[config.mk]
export PLATFORM = sky130hd
export DESIGN_NAME = lsu_mem_stage
export DESIGN_NICKNAME = d
export VERILOG_FILES = /design/src/rtl/lsu_mem_stage.sv
export SDC_FILE = /design/constraint.sdc
export NUM_CORES = 1
export LEC_CHECK = 0
export CAP_MARGIN = 10
export CELL_PAD_IN_SITES_DETAIL_PLACEMENT = 1
export CELL_PAD_IN_SITES_GLOBAL_PLACEMENT = 2
export CORE_ASPECT_RATIO = 0.5
export CORE_MARGIN = 2
export CORE_UTILIZATION = 27
export CTS_BUF_LIST = sky130_fd_sc_hd__clkbuf_4 sky130_fd_sc_hd__clkbuf_8
export DETAILED_ROUTE_END_ITERATION = 10
export GPL_TIMING_DRIVEN = 0
export PLACE_DENSITY_LB_ADDON = 0.12
export RECOVER_POWER = 25
export SLEW_MARGIN = 20
export SYNTH_ARGS = -nofsm -noshare
export SYNTH_HDL_FRONTEND = slang
export SYNTH_SLANG_ARGS = --single-unit
[constraint.sdc]
create_clock -name clk -period 5.41 [get_ports clk]
set_input_delay 1.082 -clock clk [delete_from_list [all_inputs] [get_ports clk]]
set_output_delay 1.082 -clock clk [all_outputs]
set_load 0.02 [all_outputs]
[src/rtl/lsu_mem_stage.sv]
//==============================================================================
// Module      : lsu_mem_stage
// Description : Memory-access pipeline stage between execute and writeback.
//               Performs at most one aligned load or store per instruction on
//               a single-channel request/response bus. It extends load data,
//               shifts store data and builds byte strobes. It also flags
//               misaligned accesses and bus faults, and drives a forwarding
//               port from the registered result.
// Revision    : 1.0 - initial release
//==============================================================================
`timescale 1ns/1ps
`default_nettype none

module lsu_mem_stage #(
  parameter int REGS_DIG = 5,
  parameter int CSR_DIG  = 12,
  parameter int WORD_T   = 32
) (
  input  logic                clk,
  input  logic                rst_n,
  // execute-side handshake
  input  logic                in_valid,
  output logic                in_ready,
  input  logic [WORD_T-1:0]   in_result,
  input  logic [WORD_T-1:0]   in_wdata,
  input  logic [2:0]          in_lsu_read,
  input  logic [1:0]          in_lsu_write,
  input  logic [WORD_T-1:0]   in_pc,
  input  logic [REGS_DIG-1:0] in_rd,
  input  logic                in_reg_write,
  input  logic                in_csr_write,
  input  logic [CSR_DIG-1:0]  in_csr_addr,
  input  logic                in_ecall,
  input  logic                in_mret,
  input  logic                in_ebreak,
  input  logic                in_fence_i,
  // memory bus
  output logic                mem_req_valid,
  input  logic                mem_req_ready,
  output logic [WORD_T-1:0]   mem_req_addr,
  output logic                mem_req_wen,
  output logic [WORD_T-1:0]   mem_req_wdata,
  output logic [3:0]          mem_req_wstrb,
  input  logic                mem_rsp_valid,
  output logic                mem_rsp_ready,
  input  logic [WORD_T-1:0]   mem_rsp_rdata,
  input  logic                mem_rsp_err,
  // writeback-side handshake
  output logic                out_valid,
  input  logic                out_ready,
  output logic [WORD_T-1:0]   out_data,
  output logic [WORD_T-1:0]   out_pc,
  output logic [REGS_DIG-1:0] out_rd,
  output logic                out_reg_write,
  output logic                out_csr_write,
  output logic [CSR_DIG-1:0]  out_csr_addr,
  output logic                out_ecall,
  output logic                out_mret,
  output logic                out_ebreak,
  output logic                out_fence_i,
  output logic                out_load_misaligned,
  output logic                out_store_misaligned,
  output logic                out_access_fault,
  // forwarding
  output logic                fwd_valid,
  output logic [REGS_DIG-1:0] fwd_rd,
  output logic [WORD_T-1:0]   fwd_data
);

  localparam logic [2:0] c_LB  = 3'd1;
  localparam logic [2:0] c_LBU = 3'd2;
  localparam logic [2:0] c_LH  = 3'd3;
  localparam logic [2:0] c_LHU = 3'd4;
  localparam logic [2:0] c_LW  = 3'd5;
  localparam logic [1:0] c_SB  = 2'd1;
  localparam logic [1:0] c_SH  = 2'd2;
  localparam logic [1:0] c_SW  = 2'd3;

  typedef enum logic [1:0] {
    ST_IDLE = 2'd0,
    ST_REQ  = 2'd1,
    ST_WAIT = 2'd2,
    ST_DONE = 2'd3
  } state_t;

  state_t              r_state;
  logic [2:0]          r_lsu_read;   // load type of the op in flight, 0 for none
  logic [1:0]          r_off;        // byte offset within the word
  logic [WORD_T-3:0]   r_word_addr;
  logic                r_wen;
  logic [WORD_T-1:0]   r_wdata;
  logic [3:0]          r_wstrb;
  logic [WORD_T-1:0]   r_out_data;
  logic [WORD_T-1:0]   r_out_pc;
  logic [REGS_DIG-1:0] r_out_rd;
  logic                r_out_reg_write;
  logic                r_out_csr_write;
  logic [CSR_DIG-1:0]  r_out_csr_addr;
  logic                r_out_ecall;
  logic                r_out_mret;
  logic                r_out_ebreak;
  logic                r_out_fence_i;
  logic                r_load_mis;
  logic                r_store_mis;
  logic                r_fault;

  logic                w_accept;
  logic                w_is_read;
  logic                w_is_write;
  logic                w_mis_ld;
  logic                w_mis_st;
  logic [WORD_T-1:0]   w_st_wdata;
  logic [3:0]          w_st_wstrb;
  logic [WORD_T-1:0]   w_rsp_shift;
  logic [WORD_T-1:0]   w_ld_data;

  assign in_ready   = (r_state == ST_IDLE) || ((r_state == ST_DONE) && out_ready);
  assign w_accept   = in_valid && in_ready;

  // a read encoding takes priority over a simultaneous write encoding
  assign w_is_read  = (in_lsu_read >= c_LB) && (in_lsu_read <= c_LW);
  assign w_is_write = !w_is_read && (in_lsu_write != 2'd0);

  assign w_mis_ld = w_is_read &&
                    ((((in_lsu_read == c_LH) || (in_lsu_read == c_LHU)) && in_result[0]) ||
                     ((in_lsu_read == c_LW) && (in_result[1:0] != 2'b00)));
  assign w_mis_st = w_is_write &&
                    (((in_lsu_write == c_SH) && in_result[0]) ||
                     ((in_lsu_write == c_SW) && (in_result[1:0] != 2'b00)));

  assign w_st_wdata  = in_wdata << {in_result[1:0], 3'b000};
  assign w_rsp_shift = mem_rsp_rdata >> {r_off, 3'b000};

  // store byte strobes for the captured write type and offset
  always_comb begin
    w_st_wstrb = 4'b0000;
    if (w_is_write) begin
      case (in_lsu_write)
        c_SB:    w_st_wstrb = 4'b0001 << in_result[1:0];
        c_SH:    w_st_wstrb = 4'b0011 << in_result[1:0];
        c_SW:    w_st_wstrb = 4'b1111;
        default: w_st_wstrb = 4'b0000;
      endcase
    end
  end

  // sign/zero extension of the aligned response word
  always_comb begin
    w_ld_data = w_rsp_shift;
    case (r_lsu_read)
      c_LB:    w_ld_data = {{(WORD_T-8){w_rsp_shift[7]}}, w_rsp_shift[7:0]};
      c_LBU:   w_ld_data = {{(WORD_T-8){1'b0}}, w_rsp_shift[7:0]};
      c_LH:    w_ld_data = {{(WORD_T-16){w_rsp_shift[15]}}, w_rsp_shift[15:0]};
      c_LHU:   w_ld_data = {{(WORD_T-16){1'b0}}, w_rsp_shift[15:0]};
      default: w_ld_data = w_rsp_shift;
    endcase
  end

  // stage FSM: capture, bus request, response wait, hold result for writeback
  always_ff @(posedge clk or negedge rst_n) begin
    if (!rst_n) begin
      r_state         <= ST_IDLE;
      r_lsu_read      <= 3'd0;
      r_off           <= 2'd0;
      r_word_addr     <= '0;
      r_wen           <= 1'b0;
      r_wdata         <= '0;
      r_wstrb         <= 4'b0000;
      r_out_data      <= '0;
      r_out_pc        <= '0;
      r_out_rd        <= '0;
      r_out_reg_write <= 1'b0;
      r_out_csr_write <= 1'b0;
      r_out_csr_addr  <= '0;
      r_out_ecall     <= 1'b0;
      r_out_mret      <= 1'b0;
      r_out_ebreak    <= 1'b0;
      r_out_fence_i   <= 1'b0;
      r_load_mis      <= 1'b0;
      r_store_mis     <= 1'b0;
      r_fault         <= 1'b0;
    end else begin
      case (r_state)
        ST_IDLE, ST_DONE: begin
          if (w_accept) begin
            r_lsu_read      <= w_is_read ? in_lsu_read : 3'd0;
            r_off           <= in_result[1:0];
            r_word_addr     <= in_result[WORD_T-1:2];
            r_wen           <= w_is_write;
            r_wdata         <= w_is_write ? w_st_wdata : '0;
            r_wstrb         <= w_st_wstrb;
            r_out_data      <= in_result;
            r_out_pc        <= in_pc;
            r_out_rd        <= in_rd;
            r_out_reg_write <= in_reg_write;
            r_out_csr_write <= in_csr_write;
            r_out_csr_addr  <= in_csr_addr;
            r_out_ecall     <= in_ecall;
            r_out_mret      <= in_mret;
            r_out_ebreak    <= in_ebreak;
            r_out_fence_i   <= in_fence_i;
            r_load_mis      <= w_mis_ld;
            r_store_mis     <= w_mis_st;
            r_fault         <= 1'b0;
            if ((w_is_read || w_is_write) && !w_mis_ld && !w_mis_st)
              r_state <= ST_REQ;
            else
              r_state <= ST_DONE;
          end else if ((r_state == ST_DONE) && out_ready) begin
            r_state <= ST_IDLE;
          end
        end
        ST_REQ: begin
          if (mem_req_ready)
            r_state <= ST_WAIT;
        end
        ST_WAIT: begin
          if (mem_rsp_valid) begin
            // stores keep the address as their result
            if (r_lsu_read != 3'd0)
              r_out_data <= w_ld_data;
            r_fault <= mem_rsp_err;
            r_state <= ST_DONE;
          end
        end
        default: r_state <= ST_IDLE;
      endcase
    end
  end

  assign mem_req_valid = (r_state == ST_REQ);
  assign mem_req_addr  = {r_word_addr, 2'b00};
  assign mem_req_wen   = r_wen;
  assign mem_req_wdata = r_wdata;
  assign mem_req_wstrb = r_wstrb;
  assign mem_rsp_ready = (r_state == ST_WAIT);

  assign out_valid            = (r_state == ST_DONE);
  assign out_data             = r_out_data;
  assign out_pc               = r_out_pc;
  assign out_rd               = r_out_rd;
  assign out_reg_write        = r_out_reg_write;
  assign out_csr_write        = r_out_csr_write;
  assign out_csr_addr         = r_out_csr_addr;
  assign out_ecall            = r_out_ecall;
  assign out_mret             = r_out_mret;
  assign out_ebreak           = r_out_ebreak;
  assign out_fence_i          = r_out_fence_i;
  assign out_load_misaligned  = r_load_mis;
  assign out_store_misaligned = r_store_mis;
  assign out_access_fault     = r_fault;

  assign fwd_valid = out_valid && r_out_reg_write;
  assign fwd_rd    = r_out_rd;
  assign fwd_data  = r_out_data;

endmodule

`default_nettype wire
==> flow_summary.yaml, run 1 <==
outcome:
  status: "complete, but fails checks"
  violations: "max-capacitance violations, max-slew violations"
die:
  die_w_um: 251
  dieArea_um2: 32000
  initial_core_util_pct: 27.3
  pin_count: 364
  core_um2: 30100
  die_h_um: 127
  fp-row-count: 45
worst_setup_path:
  startpoint_type: "primary input"
  critPathCaptureType: "output pin"
  arrival_ns: 2.48
  critPathKind: "primary input to output pin"
  crit_required_ns: 4.33
  critPathSlowestCell: "clkdlybuf4s50_1"
  critPathLaunch: "out_ready"
  cp_common_cell: "clkdlybuf4s50_1"
  worstPathMaxFanout: 4
  cp_cell_sequence: "clkdlybuf4s50_1, a21oi_1, inv_1, clkdlybuf4s50_1"
  r2r_start: "r_state[0]$_DFFE_PN0P_"
  max_stage_delay_ns: 0.58
clock_network:
  cts_tree: "done"
  worstSkewPairLatency_ns: 0.49
  hold_buffers: 0
  clk_pin_slew_ns: 0.08
  post-cts-setup-buffer-count: 0
  cts_buffers: 17
  cts_max_level: 4
  clk_path_buf_depth: 2
  post_cts_resized: 0
  root_buffer: "clkbuf_8"
  cts.sinks: 164
global_route:
  grt_max_degree: 84
  grt.overflow.total: 0
  grt.total_usage_pct: 20.6
  grt_pass1_wl_mm: 50.0
  antenna_found_initial: 0
  grt_pass1_vias: 8352
sta:
  skew_ns: 0.0119
  fin_crit_ns: 3.56
  rsz0062_at_grt: "no"
  period_share_pct: 65.8
  fin_hold_ws_ns: 0.477
  hold_violations: 0
  setup_viol: 0
  slew_violations: 84
  maxSlewHeadroom_pct: -48.5
  setup_ws_ns: 1.85
  tightest_slew_ns: 2.23
  fmax_ghz: 0.281
  fin_setup_tns_ns: 0
synthesis:
  ys_types: 50
  synthesis.area_um2: 8230
  synth_cells: 887
  ys_seq_elements: 164
  yosys_warnings: 0
  synth_edf_count: 0
  synth_top_area_share_pct: 49.9
  synth-async-reset-ratio_pct: 100
  synth_area_leaders: "dfrtp_1 (50%), nand2_1 (13%), mux2i_1 (6.6%), buf_4 (3.7%), a22o_1 (2.6%)"
  synth_top_area_cell: "dfrtp_1"
  seq_area_frac_synth_pct: 49.9
  synth_ff_type: "dfrtp_1"
  syn_avg_cell_area_um2: 9.27
route:
  drtPass1Iterations: 4
  drt-wirelength-per-cell_um: 19.4
  drc: 0
  wirelength_mm: 32.6
  vias: 7835
  postRouteAntennaNets: 0
  viasPerCell: 4.66
  drt_iter0_markers: 273
placed_design:
  placed_cells: 1649
  port_buffers: 360
  gp_congestion: 0.790
  hpwl_mm: 25.3
  place_worst_setup_slack_ns: 1.85
final_layout:
  nFillCells: 3434
  regArea_um2: 4100
  syn2layout_area_growth_pct: 55.0
  diodes: 0
  multiInputGateArea_um2: 3460
  drive_gt1_share_pct: 10.5
  num-nets-final: 1439
  final_cells: 1681
min_path:
  hold_start: "r_word_addr[6]$_DFFE_PN0P_"
  hold_path.class: "register to register"
run:
  drv_cap: 1
power:
  vdd_drop_max_mv: 0.216
  power.density_cell_area_nw_per_um2: 638
  leakage_nw: 5.76
  power_mw: 8.13
-- registers in the layout, indices dropped and copies added (netlist names) --
name	cells
r_state	2
out_csr_addr	12
fwd_data	32
r_word_addr	30
mem_req_wstrb	4
mem_req_wen	1
out_ecall	1
r_off	2
out_fence_i	1
out_load_misaligned	1
out_reg_write	1
out_mret	1
out_pc	32
out_store_misaligned	1
out_access_fault	1
out_csr_write	1
r_lsu_read	3
mem_req_wdata	32
out_ebreak	1
fwd_rd	5
-- final cells by class --
| class | instances | area share, % |
|---|---|---|
| Sequential cell | 164 | 32.2 |
| Timing Repair Buffer | 362 | 28.4 |
| Multi-Input combinational cell | 599 | 27.1 |
| Buffer | 100 | 4.55 |
| Tap cell | 399 | 3.91 |
| Clock buffer | 24 | 2.34 |
| Clock inverter | 8 | 0.785 |
| Inverter | 25 | 0.736 |
-- path summary, 6_finish.rpt --
path | slack [ns] | end | depth (start not counted)
setup / recovery | 1.85 | in_ready | 4
hold / removal | 0.48 | r_word_addr[6]$_DFFE_PN0P_ | 2
setup reg to reg | 2.83 | r_word_addr[0]$_DFFE_PN0P_ | 9
hold reg to reg | 0.48 | r_word_addr[6]$_DFFE_PN0P_ | 2
max in group asynchronous | 2.21 | fwd_data[28]$_DFFE_PN0P_ | 2
min in group asynchronous | 0.56 | mem_req_wdata[10]$_DFFE_PN0P_ | 1
-- cells by family (layout without fill, tap and decap cells) --
| logic type | count (synthesis) | in the layout | share of synthesized area, % |
|---|---|---|---|
| AOI/OAI and AO/OA | 164 | 164 | 14.8 |
| xor gates and xnor gates | 1 | 1 | 0.106 |
| adders and majority gates | 7 | 7 | 1.06 |
| buffers and inverters | 125 | 519 | 8.20 |
| DFF | 164 | 164 | 49.9 |
| muxes | 62 | 62 | 7.67 |
| other | 1 | 2 | 0.0456 |
| and+or+nand+nor | 363 | 363 | 18.3 |
-- power breakdown --
part	internal [mW]	switching (mW)
clock	0.460	0.496
sequential	1.79	0.363
combinational	2.23	2.80
total	4.47	3.66
-- worst max-delay path, delay by kind of cell --
family,cells,cell delay (ns)
compound gates,1,0.28
buf+inv,3,1.11
-- cell usage in the layout (no fill, tap or decap), types with 7 or more instances in the layout --
cell,instances
clkbuf_8,19
clkdlybuf4s50_1,359
nor4_1,16
a221oi_2,10
nor2_1,22
a211oi_1,16
a22o_1,24
ha_1,7
mux2i_1,54
inv_1,25
dfrtp_1,164
a22oi_1,8
mux2_2,8
o31ai_1,10
o2bb2ai_1,8
a21oi_1,18
buf_4,42
clkbuf_1,26
nand2_1,290
o21ai_1,11
o21ai_0,40
nor3_1,8
buf_2,29
-- cell usage after synthesis (all sizes together), types with 2 or more instances --
cell     instances
nand2          290
dfrtp          164
buf             74
mux2i           54
o21ai           51
clkbuf          26
inv             25
a22o            24
nor2            23
a21oi           18
a211oi          17
nor4            17
a221oi          16
nor3            10
o31ai           10
a22oi            9
mux2             8
o2bb2ai          8
ha               7
nand2b           5
nand3            4
nor2b            4
or2              3
or3              3
a21o             2
a221o            2
and2             2
-- layer usage --
layer  up-vias  GRT usage, %  wire length [um]  part of all wire, %
met3        31          4.22              1230                  3.8
met1      3946          25.5             14300                   44
met2       130          36.7             16600                   51
met5         -             0                 0                    0
met4         0          5.36               490                  1.5
li1       3728             -                 -                    -
-- per-stage QoR --
| step | util [%] | instance area (um^2) |
|---|---|---|
| floorplan | - | 8230 |
| global placement | 40.9 | 12300 |
| detailed placement | 41.1 | 12400 |
| CTS | 42.4 | 12800 |
| global route | 42.3 | 12800 |
| finish | 42.3 | 12800 |
No activity file was read; power rests on OpenSTA's default activity.
==> run 2, diff against run 1 <==
CORE_UTILIZATION = 25   (was 27)
clock period = 3.4 ns   (was 5.41 ns; I/O delays follow)
==> flow_summary.yaml, run 2 (synthesized netlist as in run 1, its figures left out) <==
outcome:
  status: "complete, but fails checks"
  violations: "max-capacitance violations, max-slew violations"
sta:
  tightest_slew_ns: 2.05
  rsz0062_at_grt: "no"
  slew_violations: 75
  maxSlewHeadroom_pct: -36.4
  fin_setup_tns_ns: 0
  hold_violations: 0
  skew_ns: 0.0182
  fin_crit_ns: 2.84
  fmax_ghz: 0.352
  setup_viol: 0
  period_share_pct: 83.5
power:
  power_mw: 12.9
  vdd_drop_max_mv: 0.408
  power.density_cell_area_nw_per_um2: 1010
  leakage_nw: 5.74
route:
  drt_iter0_markers: 411
  postRouteAntennaNets: 0
  vias: 7809
  wirelength_mm: 33.9
  drtPass1Iterations: 4
  drt-wirelength-per-cell_um: 19.7
  drc: 0
  viasPerCell: 4.55
final_layout:
  num-nets-final: 1439
  final_cell_mix: "clkdlybuf4s50_1 (359), nand2_1 (290), dfrtp_1 (164), mux2i_1 (54), buf_4 (42)"
  drive_gt1_share_pct: 10.4
  syn2layout_area_growth_pct: 55.4
  layout_commonest_cell: "clkdlybuf4s50_1"
  final_cell_area_um2: 12800
clock_network:
  cts_buffers: 17
  post_cts_resized: 0
  cts.sinks: 164
  worstSkewPairLatency_ns: 0.50
  root_buffer: "clkbuf_8"
  cts_tree: "done"
  cts_max_level: 4
  post-cts-setup-buffer-count: 0
  clk_pin_slew_ns: 0.09
  hold_buffers: 0
  clk_path_buf_depth: 2
die:
  fp-row-count: 46
  dieArea_um2: 34500
  die_h_um: 132
  core_um2: 32100
  initial_core_util_pct: 25.7
  die_w_um: 261
  pin_count: 364
global_route:
  grt.total_usage_pct: 20.0
  grt_pass1_wl_mm: 52.3
  grt_pass1_vias: 8497
  antenna_found_initial: 3
  grt.overflow.total: 0
  grt_max_degree: 91
worst_setup_path:
  crit_required_ns: 2.72
  arrival_ns: 2.16
  worstPathMaxFanout: 4
  startpoint_type: "register"
  critPathCaptureType: "output pin"
  critPathKind: "register to output pin"
  rrSetupSlack_ns: 0.77
min_path:
  hold_path.class: "register to register"
run:
  drv_cap: 1
placed_design:
  hpwl_mm: 26.2
  gp_congestion: 0.790
  port_buffers: 360
  dpl-instance-area_um2: 12400
## run 2: cell types whose count changed in the layout (fill, tap and decap cells not counted), sizes merged
cell	change
diode	+3
clkbuf	-2
clkinvlp	+2
bufinv	-1
clkinv	+1
inv	-1
## run 2: where the power goes
| group | total, mW | switching (mW) | internal, mW | leakage [nW] |
|---|---|---|---|---|
| Combinational | 8.05 | 4.51 | 3.54 | 3.47 |
| Sequential | 3.42 | 0.583 | 2.84 | 2.08 |
| Clock | 1.43 | 0.797 | 0.633 | 0.185 |
## run 2: area by class of cell
type	count	area (um^2)
buffer	100	581
clock buffer	22	284
fill	3682	19300
timing repair buffer	362	3630
clock inverter	9	81.3
multi-input combinational	599	3460
sequential	164	4100
antenna	3	7.51
inverter	25	93.8
tap	432	541
## run 2: worst paths after layout
kind                                        start                            end  depth (start not counted)
max in group asynchronous                   rst_n       fwd_data[11]$_DFFE_PN0P_                          2
min in group asynchronous                   rst_n  mem_req_wdata[11]$_DFFE_PN0P_                          1
max                        r_state[0]$_DFFE_PN0P_                       in_ready                          4
max reg2reg                r_state[0]$_DFFE_PN0P_         r_state[0]$_DFFE_PN0P_                          7
min reg2reg                out_pc[20]$_DFFE_PN0P_         out_pc[20]$_DFFE_PN0P_                          2
min                        out_pc[20]$_DFFE_PN0P_         out_pc[20]$_DFFE_PN0P_                          2
## run 2: through the flow
stage	setup slack [ns]	hold WS, ns	instances	util, %
finish	0.561	0.484	1716	39.9
global placement	-5.83	0.459	1680	38.6
CTS	0.507	0.152	1713	39.9
detailed placement	0.251	0.465	1682	38.7
global route	0.422	0.508	1716	39.9
floorplan	1.27	0.384	888	-
## run 2: routing by layer
| layer | vias to the layer above | routed length [um] | GRT usage, % |
|---|---|---|---|
| li1 | 3745 | - | - |
| met1 | 3922 | 14400 | 24.9 |
| met2 | 123 | 17800 | 35.3 |
| met3 | 19 | 1230 | 3.86 |
| met4 | 0 | 352 | 5.75 |
| met5 | - | 0 | 0 |
## run 2: worst max-delay path, cell delays in order (launching register included)
cell and delay, ns:
dfrtp_1 0.42, ha_1 0.26, a21oi_1 0.30, inv_1 0.10, clkdlybuf4s50_1 0.58
==> run 3, diff against run 2 <==
CORE_UTILIZATION = 22   (was 25)
clock period = 2.5 ns   (was 3.4 ns; I/O delays follow)
==> flow_summary.yaml, run 3 (synthesized netlist as in run 1, its figures left out) <==
worst_setup_path:
  cp_cell_sequence: "inv_1, ha_1, clkdlybuf4s50_1"
  crit_family: "buffers and inverters"
  crit_buf_inv: 2
  r2r_start: "r_state[1]$_DFFE_PN0P_"
  startpoint_type: "register"
  arrival_ns: 1.87
  crit_required_ns: 2.00
  critPathSlowestCell: "clkdlybuf4s50_1"
  critPathCaptureType: "output pin"
  critPathLaunch: "r_state[1]$_DFFE_PN0P_"
  max_stage_delay_ns: 0.65
  worstPathMaxFanout: 3
  critPathKind: "register to output pin"
global_route:
  grt_pass1_vias: 8613
  grt.total_usage_pct: 18.1
  antenna_found_initial: 1
  grt_max_degree: 89
  grt_pass1_wl_mm: 53.8
  grt.overflow.total: 0
placed_design:
  port_buffers: 360
  gp_congestion: 0.776
  dpl-instance-area_um2: 12500
  hpwl_mm: 26.9
  placed_cells: 1744
clock_network:
  root_buffer: "clkbuf_8"
  cts_tree: "done"
  worstSkewPairLatency_ns: 0.51
  cts.sinks: 164
  clk_path_buf_depth: 2
  cts_max_level: 4
  cts_buffers: 17
  clk_pin_slew_ns: 0.10
final_layout:
  syn2layout_area_growth_pct: 58.1
  num-nets-final: 1444
  final_cells: 1782
  layout_commonest_cell: "clkdlybuf4s50_1"
  drive_gt1_share_pct: 11.2
  final_cell_mix: "clkdlybuf4s50_1 (356), nand2_1 (290), dfrtp_1 (164), mux2i_1 (54), buf_4 (46)"
  final_cell_area_um2: 13000
power:
  vdd_drop_max_mv: 0.395
  power.density_cell_area_nw_per_um2: 1380
  leakage_nw: 5.83
route:
  drc: 0
  drtPass1Iterations: 7
  wirelength_mm: 34.9
  drt_iter0_markers: 309
  drt-wirelength-per-cell_um: 19.6
  vias: 7845
  viasPerCell: 4.40
  postRouteAntennaNets: 0
sta:
  fin_crit_ns: 2.37
  period_share_pct: 94.7
  hold_violations: 0
  tightest_slew_ns: 1.20
  slew_violations: 0
  maxSlewHeadroom_pct: 19.7
  fin_hold_ws_ns: 0.481
  skew_ns: 0.0227
  rsz0062_at_grt: "no"
  fmax_ghz: 0.422
  setup_viol: 0
die:
  core_um2: 37100
  die_w_um: 277
  initial_core_util_pct: 22.2
  dieArea_um2: 39100
  pin_count: 364
  die_h_um: 141
  fp-row-count: 50
min_path:
  hold_path.class: "register to register"
  hold_start: "r_word_addr[9]$_DFFE_PN0P_"
run:
  drv_cap: 0
outcome:
  status: "completed"
==> run 3: worst paths after layout <==
check                                                to  slack [ns]  cells after the start
max                                       mem_req_valid        0.13                      3
min                          r_word_addr[9]$_DFFE_PN0P_        0.48                      2
max reg2reg                      r_state[0]$_DFFE_PN0P_        0.20                      7
min reg2reg                  r_word_addr[9]$_DFFE_PN0P_        0.48                      2
max in group asynchronous    r_word_addr[6]$_DFFE_PN0P_        0.62                      3
min in group asynchronous  mem_req_wdata[2]$_DFFE_PN0P_        0.78                      2
==> run 3: per-layer routing <==
metal	track usage (%)	vias up	part of all wire, %
met2	32.7	111	52
met5	0	-	0
met3	2.97	24	2.9
li1	-	3740	-
met4	5.01	0	1.5
met1	22.3	3970	43
==> run 3: where the power goes <==
part / internal [mW] / leakage (nW) / switching (mW)
Combinational: 4.89 / 3.54 / 6.17
Sequential: 3.86 / 2.08 / 0.810
Clock: 1.01 / 0.204 / 1.18
Total: 9.76 / 5.83 / 8.16
==> run 3: repair_timing <==
item	in CTS	in global routing
resized for setup	5	13
setup endpoints to repair	115	43
hold endpoints to repair	49	0
pin swaps	1	1
buffers inserted	1	3
hold buffers	1	0
==> run 3: worst register-to-register path: cells and delay by family, from the launching register on <==
kind	cells	cell delay [ns]
fa+ha+maj	1	0.47
compound gates	1	0.22
buf+inv	2	0.47
flops	1	0.41
simple gates	3	0.61
==> run 3: final cells by class <==
type                            instances  area [um^2]
Antenna cell                            1         2.50
Buffer                                100          592
Clock buffer                           18          241
Clock inverter                         14          175
Fill cell                            4255        24100
Inverter                               25         93.8
Multi-Input combinational cell        599         3500
Sequential cell                       164         4100
Tap cell                              494          618
Timing Repair Buffer                  367         3680
==> run 3: stage by stage <==
step                setup slack (ns)  util, %  setup TNS [ns]  total power [mW]
floorplan                      0.372        -               0              10.7
global placement               -6.72     33.6        -1167.89              15.6
detailed placement            -0.447     33.7          -43.10              15.8
CTS                          0.00527     34.9               0              18.1
global route                  0.0106     35.1               0              19.2
finish                         0.132     35.1               0              17.9
